--- config.mk ---
export PLATFORM = sky130hd
export DESIGN_NAME = alu_exec_unit_flat
export DESIGN_NICKNAME = d
export VERILOG_FILES = /design/src/rtl/alu_pkg.sv /design/src/rtl/alu_exec_unit_if.sv /design/src/rtl/alu_iter_shifter.sv /design/src/rtl/alu_exec_unit.sv /design/src/flat_wrapper.sv
export SDC_FILE = /design/constraint.sdc
export NUM_CORES = 1
export LEC_CHECK = 0
export CELL_PAD_IN_SITES_DETAIL_PLACEMENT = 0
export CELL_PAD_IN_SITES_GLOBAL_PLACEMENT = 1
export CORE_MARGIN = 8
export CORE_UTILIZATION = 41
export CTS_CLUSTER_DIAMETER = 100
export DETAILED_ROUTE_END_ITERATION = 12
export MAX_ROUTING_LAYER = met4
export PLACE_DENSITY = 0.76
export SYNTH_ARGS = -nofsm -noshare
export SYNTH_HDL_FRONTEND = slang
export SYNTH_SLANG_ARGS = --single-unit
--- constraint.sdc ---
create_clock -name clk -period 5.4 [get_ports clk]
set_input_delay 0.54 -clock clk [delete_from_list [all_inputs] [get_ports clk]]
set_output_delay 0.54 -clock clk [all_outputs]
set_load 0.05 [all_outputs]
--- src/rtl/alu_pkg.sv ---
// Shared ALU definitions: control encodings (common with the ALU control decoder),
// execute-unit FSM states and small decode helpers.
package alu_pkg;

  typedef enum logic [3:0] {
    ALU_ADD   = 4'b0000,
    ALU_SUB   = 4'b0001,
    ALU_SLL   = 4'b0010,
    ALU_SLT   = 4'b0011,
    ALU_SLTU  = 4'b0100,
    ALU_XOR   = 4'b0101,
    ALU_SRL   = 4'b0110,
    ALU_SRA   = 4'b0111,
    ALU_OR    = 4'b1000,
    ALU_AND   = 4'b1001,
    ALU_PASSB = 4'b1010
  } alu_ctrl_e;

  typedef enum logic [1:0] {
    IDLE  = 2'd0,
    SHIFT = 2'd1,
    DONE  = 2'd2
  } alu_state_e;

  function automatic logic is_shift(alu_ctrl_e c);
    return (c == ALU_SLL) || (c == ALU_SRL) || (c == ALU_SRA);
  endfunction

endpackage

--- src/rtl/alu_exec_unit_if.sv ---
// Request/response bundle of the execute-stage ALU plus its FSM state for observation.
// Handshake: a transfer happens on a rising edge where valid & ready are both high;
// the sender holds its payload stable while valid=1 and ready=0, and ready never
// depends combinationally on the same side's valid.
interface alu_exec_unit_if #(
  parameter int Width = 32
);
  logic             in_valid;
  logic             in_ready;
  logic [3:0]       control;
  logic [Width-1:0] a;
  logic [Width-1:0] b;
  logic             out_valid;
  logic             out_ready;
  logic [Width-1:0] result;
  logic             zero;
  logic             illegal;
  logic             busy;
  logic [1:0]       state;

  modport master (
    output in_valid, control, a, b, out_ready,
    input  in_ready, out_valid, result, zero, illegal, busy, state
  );

  modport slave (
    input  in_valid, control, a, b, out_ready,
    output in_ready, out_valid, result, zero, illegal, busy, state
  );
endinterface

--- src/rtl/alu_iter_shifter.sv ---
// Bit-serial shifter: loads operand and count on start, then moves one bit per cycle.
// done flags the cycle whose step is the last one; value is the post-step operand.
module alu_iter_shifter #(
  parameter int Width   = 32,
  parameter int SHAMT_W = $clog2(Width)
) (
  input  logic               clk,
  input  logic               rst,
  input  logic               start,
  input  logic               dir,    // 1 = left, 0 = right
  input  logic               arith,  // right shifts replicate the MSB
  input  logic [Width-1:0]   a,
  input  logic [SHAMT_W-1:0] shamt,
  output logic               done,
  output logic [Width-1:0]   value
);

  logic [Width-1:0]   acc;
  logic [SHAMT_W-1:0] cnt;
  logic               left_q;
  logic               arith_q;

  always_comb begin
    value = '0;
    if (left_q) value = {acc[Width-2:0], 1'b0};
    else        value = {arith_q & acc[Width-1], acc[Width-1:1]};
  end

  assign done = (cnt == SHAMT_W'(1));

  always_ff @(posedge clk) begin
    if (rst) begin
      acc     <= '0;
      cnt     <= '0;
      left_q  <= 1'b0;
      arith_q <= 1'b0;
    end else if (start) begin
      acc     <= a;
      cnt     <= shamt;
      left_q  <= dir;
      arith_q <= arith;
    end else if (cnt != '0) begin
      acc <= value;
      cnt <= cnt - SHAMT_W'(1);
    end
  end

endmodule

--- src/rtl/alu_exec_unit.sv ---
// Execute-stage ALU: single-cycle ops are computed at accept, shifts run bit-serially.
// Outputs are registered; in_ready depends only on state and out_ready.
module alu_exec_unit
  import alu_pkg::*;
#(
  parameter int Width   = 32,
  parameter int SHAMT_W = $clog2(Width)
) (
  input  logic          clk,
  input  logic          rst,
  alu_exec_unit_if.slave bus
);

  alu_state_e         state;
  alu_ctrl_e          ctrl;
  logic [SHAMT_W-1:0] shamt;
  logic               accept;
  logic               take_shift;
  logic [Width-1:0]   alu_res;
  logic               alu_ill;
  logic               sh_done;
  logic [Width-1:0]   sh_value;
  logic [Width-1:0]   result_q;
  logic               zero_q;
  logic               illegal_q;

  assign ctrl       = alu_ctrl_e'(bus.control);
  assign shamt      = bus.b[SHAMT_W-1:0];
  assign bus.in_ready  = (state == IDLE) | ((state == DONE) & bus.out_ready);
  assign accept     = bus.in_valid & bus.in_ready;
  assign take_shift = accept & is_shift(ctrl) & (shamt != '0);

  assign bus.out_valid = (state == DONE);
  assign bus.busy      = (state != IDLE);
  assign bus.state     = state;
  assign bus.result    = result_q;
  assign bus.zero      = zero_q;
  assign bus.illegal   = illegal_q;

  // Shift codes only reach this path with shamt == 0, where the result is a.
  always_comb begin
    alu_res = '0;
    alu_ill = 1'b0;
    case (ctrl)
      ALU_ADD:   alu_res = bus.a + bus.b;
      ALU_SUB:   alu_res = bus.a - bus.b;
      ALU_SLT:   alu_res = {{(Width-1){1'b0}}, ($signed(bus.a) < $signed(bus.b))};
      ALU_SLTU:  alu_res = {{(Width-1){1'b0}}, (bus.a < bus.b)};
      ALU_XOR:   alu_res = bus.a ^ bus.b;
      ALU_OR:    alu_res = bus.a | bus.b;
      ALU_AND:   alu_res = bus.a & bus.b;
      ALU_PASSB: alu_res = bus.b;
      ALU_SLL, ALU_SRL, ALU_SRA: alu_res = bus.a;
      default:   alu_ill = 1'b1;
    endcase
  end

  alu_iter_shifter #(
    .Width  (Width),
    .SHAMT_W(SHAMT_W)
  ) u_shifter (
    .clk  (clk),
    .rst  (rst),
    .start(take_shift),
    .dir  (ctrl == ALU_SLL),
    .arith(ctrl == ALU_SRA),
    .a    (bus.a),
    .shamt(shamt),
    .done (sh_done),
    .value(sh_value)
  );

  always_ff @(posedge clk) begin
    if (rst) begin
      state     <= IDLE;
      result_q  <= '0;
      zero_q    <= 1'b0;
      illegal_q <= 1'b0;
    end else begin
      case (state)
        IDLE, DONE: begin
          // DONE with out_ready behaves like IDLE so single-cycle ops stream back to back.
          if (accept) begin
            if (take_shift) begin
              state <= SHIFT;
            end else begin
              state     <= DONE;
              result_q  <= alu_res;
              zero_q    <= (alu_res == '0);
              illegal_q <= alu_ill;
            end
          end else if ((state == DONE) && bus.out_ready) begin
            state <= IDLE;
          end
        end
        SHIFT: begin
          if (sh_done) begin
            state     <= DONE;
            result_q  <= sh_value;
            zero_q    <= (sh_value == '0);
            illegal_q <= 1'b0;
          end
        end
        default: state <= IDLE;
      endcase
    end
  end

endmodule

--- src/flat_wrapper.sv ---
// flat-port wrapper written by rule: the top's interface ports become plain ports
module alu_exec_unit_flat import alu_pkg::*;
#(
  parameter int Width   = 32,
  parameter int SHAMT_W = $clog2(Width)
)
  (clk, rst, bus_in_valid, bus_control, bus_a, bus_b, bus_out_ready, bus_in_ready, bus_out_valid, bus_result, bus_zero, bus_illegal, bus_busy, bus_state);
  alu_exec_unit_if #(.Width(Width)) bus_i ();
  input  logic clk;
  input  logic rst;
  input wire logic [$bits(bus_i.in_valid)-1:0] bus_in_valid;
  input wire logic [$bits(bus_i.control)-1:0] bus_control;
  input wire logic [$bits(bus_i.a)-1:0] bus_a;
  input wire logic [$bits(bus_i.b)-1:0] bus_b;
  input wire logic [$bits(bus_i.out_ready)-1:0] bus_out_ready;
  output wire logic [$bits(bus_i.in_ready)-1:0] bus_in_ready;
  output wire logic [$bits(bus_i.out_valid)-1:0] bus_out_valid;
  output wire logic [$bits(bus_i.result)-1:0] bus_result;
  output wire logic [$bits(bus_i.zero)-1:0] bus_zero;
  output wire logic [$bits(bus_i.illegal)-1:0] bus_illegal;
  output wire logic [$bits(bus_i.busy)-1:0] bus_busy;
  output wire logic [$bits(bus_i.state)-1:0] bus_state;
  assign bus_i.in_valid = bus_in_valid;
  assign bus_i.control = bus_control;
  assign bus_i.a = bus_a;
  assign bus_i.b = bus_b;
  assign bus_i.out_ready = bus_out_ready;
  assign bus_in_ready = bus_i.in_ready;
  assign bus_out_valid = bus_i.out_valid;
  assign bus_result = bus_i.result;
  assign bus_zero = bus_i.zero;
  assign bus_illegal = bus_i.illegal;
  assign bus_busy = bus_i.busy;
  assign bus_state = bus_i.state;
  alu_exec_unit #(.Width(Width), .SHAMT_W(SHAMT_W)) u_core (.clk(clk), .rst(rst), .bus(bus_i));
endmodule
==> impl_metrics.ini, run 1 <==
[clock_network]
cts_tree = yes
clk_pin_slew_ns = 0.06
postCtsSetupBuffers = 0
cts_made_buffers = 9
clock_path_buffers = 2
cts_root_buffer = clkbuf_16
cts.sinks = 75
cts-hold-fix-buffers = 0
htree_num_levels = 3
clk_latency_ns = 0.34
ctsResizeCount = 0

[drt]
via_per_inst = 6.45
vias = 12082
wl_mm = 46.9
dr.pass1.iters = 6
routedWlPerCell_um = 25.0
ant_nets = 0
drc_errors = 0
first_iter_violations = 1403

[setup_path]
critical_path_required_ns = 5.65
end_kind = flip-flop
critPathKind = input port to flip-flop
arrival_ns = 5.03
cp-start-kind = input port
cp_max_fo = 11

[synthesis]
avgSynthCellArea_um2 = 7.04
ys_top_cells_by_count = nor2_1 (156), a21oi_1 (147), nand2_1 (121)
synth_cells = 1460
synth_edf_count = 0
yosysMostFrequentCell = nor2_1
synth_top_area_cell = dfxtp_1
ys_types = 91
synth_area_um2 = 10300
synth_top_area_share_pct = 14.6
netlist_top_cells_area = dfxtp_1 (15%), ha_1 (12%), a21oi_1 (7.2%)
ys_seq_elements = 75
synth_warnings = 0
ys.flop_type = dfxtp_1
postSynth.asyncResetShare_pct = 0
syn-num-nets = 1633
seq_area_frac_synth_pct = 14.6

[job]
cap_violations = 0

[power]
p_leak_uw = 0.00495
power_uw = 3560
ir_worst_vdd_mv = 0.342
powerDensity_nw_per_um2 = 291

[placed_design]
place_congestion = 1.03
dpl.hpwl_mm = 36.7
portBuffers = 110
dpl_cell_area_um2 = 11900

[timing]
relSlewSlack_pct = 31.5
maxClockFrequency_mhz = 209
whs_ns = 0.447
fin_tns_setup_ns = 0
fin_crit_sh_pct = 88.5
tightest_slew_ns = 1.03
finalHoldViolations = 0
rsz0062_at_grt = no
fin_crit_ns = 4.78
setup_viol = 0
fin_skew_ns = 0.00888
slew_violations = 0

[die]
num_rows = 58
initial_core_util_pct = 41.3
die_y_um = 174
dieWidth_um = 174
pin_count = 111
die_area_um2 = 30400
core-area_um2 = 24900

[layout]
finalNetCount = 1711
drive_above_1_share_pct = 8.23
seq_area_um2 = 1500
n_antenna_cell = 0
stdcell_area_um2 = 12200
n_fill_cell = 2592
area_delta_synth_final_pct = 18.9
utilization_pct = 49.1
multi_input_area_um2 = 7990

[global_route]
antenna_found_initial = 0
grt_pass1_wl_mm = 69.8
grt_max_degree = 76
grt_usage_pct = 30.2
grt.overflow.total = 0
grt_pass1_vias = 11378

[hold_path]
hold_path_class = flip-flop to flip-flop

[run_status]
status = finished clean
[flip-flops by register name, summed over array words and instances, names as in the netlist]
| signal | flops |
|---|---|
| u_core.bus.illegal | 1 |
| u_core.bus.zero | 1 |
| u_core.bus.result | 32 |
| u_core.u_shifter.arith_q | 1 |
| u_core.u_shifter.left_q | 1 |
| u_core.u_shifter.acc | 32 |
| u_core.u_shifter.cnt | 5 |
| u_core.bus.state | 2 |
[path summary, 6_finish.rpt]
| kind | endpoint | slack, ns | cells past startpoint | start |
|---|---|---|---|---|
| max | u_core.bus.zero | 0.62 | 14 | bus_a[8] |
| min | u_core.bus.result[18] | 0.45 | 2 | u_core.bus.result[18] |
| max reg2reg | u_core.bus.zero | 1.90 | 10 | u_core.bus.state[1] |
| min reg2reg | u_core.bus.result[18] | 0.45 | 2 | u_core.bus.result[18] |
[metrics by stage]
stage | worst slack [ns] | instances
floorplan | 1.49 | 1460
global placement | 0.342 | 1857
detailed placement | 0.360 | 1857
CTS | 0.674 | 1873
global route | 0.348 | 1873
finish | 0.619 | 1873
[report_power, final]
group	switching (µW)	internal, µW	total, µW
Clock	235	489	724
Combinational	1280	734	2010
Sequential	118	702	821
Total	1630	1920	3560
[cell usage in the layout (no fill, tap or decap), drive strengths merged, types with 15 or more instances in the layout]
master | synthesis | layout
nor2b | 20 | 20
a21o | 30 | 30
nand3 | 33 | 33
nand4 | 27 | 27
a211oi | 59 | 59
buf | 39 | 65
a21oi | 147 | 147
clkdlybuf4s50 | 0 | 108
ha | 99 | 99
nand2 | 121 | 121
o21ai | 63 | 63
mux2i | 38 | 38
nor3 | 32 | 32
nand2b | 20 | 20
dfxtp | 75 | 75
inv | 103 | 103
a31oi | 18 | 18
o31ai | 15 | 15
nor2 | 156 | 156
nor4 | 17 | 17
a22oi | 17 | 17
o211ai | 35 | 35
[kinds of logic after synthesis]
family | count (synthesis) | share of synthesized area, %
fa+ha+maj | 101 | 12.4
simple gates | 490 | 23.4
buf+inv | 210 | 8.36
xor+xnor | 11 | 0.937
flops | 75 | 14.6
compound gates | 532 | 36.2
mux | 41 | 4.03
[area by class of cell]
type	count	share of cell area, %
clock buffers	12	2.18
flip-flops and latches	75	12.3
multi-input cells	1175	65.4
inverters	104	3.19
well taps	330	3.38
repair buffers	173	12.8
clock inverters	4	0.778
[metal layers]
metal	track usage (%)	wire (µm)	vias to the layer above
met4	16.9	3020	0
met2	46.9	21100	618
met1	37.6	19500	5749
met3	3.32	3210	137
li1	-	-	5578
met5	-	0	-
[worst max-delay path: stages]
cell             delay [ns]
clkdlybuf4s50_1        0.67
inv_1                  0.11
ha_1                   0.47
nor2_1                 0.23
nand2_1                0.14
o311ai_0               0.60
and3b_1                0.29
o311ai_0               0.44
xnor2_1                0.17
o211ai_1               0.13
nor4_1                 0.33
nand4_1                0.14
or4_1                  0.53
o32ai_2                0.25
(Power assumes the default switching activity.)
==> inputs of run 2 (changes only) <==
--- a/config.mk
+++ b/config.mk
@@ -5,6 +5,7 @@
 export SDC_FILE = /design/constraint.sdc
 export NUM_CORES = 1
 export LEC_CHECK = 0
+export CAP_MARGIN = 15
 export CELL_PAD_IN_SITES_DETAIL_PLACEMENT = 0
 export CELL_PAD_IN_SITES_GLOBAL_PLACEMENT = 1
 export CORE_MARGIN = 8
@@ -13,6 +14,7 @@
 export DETAILED_ROUTE_END_ITERATION = 12
 export MAX_ROUTING_LAYER = met4
 export PLACE_DENSITY = 0.76
+export SETUP_SLACK_MARGIN = 0.2
 export SYNTH_ARGS = -nofsm -noshare
 export SYNTH_HDL_FRONTEND = slang
 export SYNTH_SLANG_ARGS = --single-unit
==> results of run 2 <==
No change in the layout: final DEF, timing and power equal those of run 1.
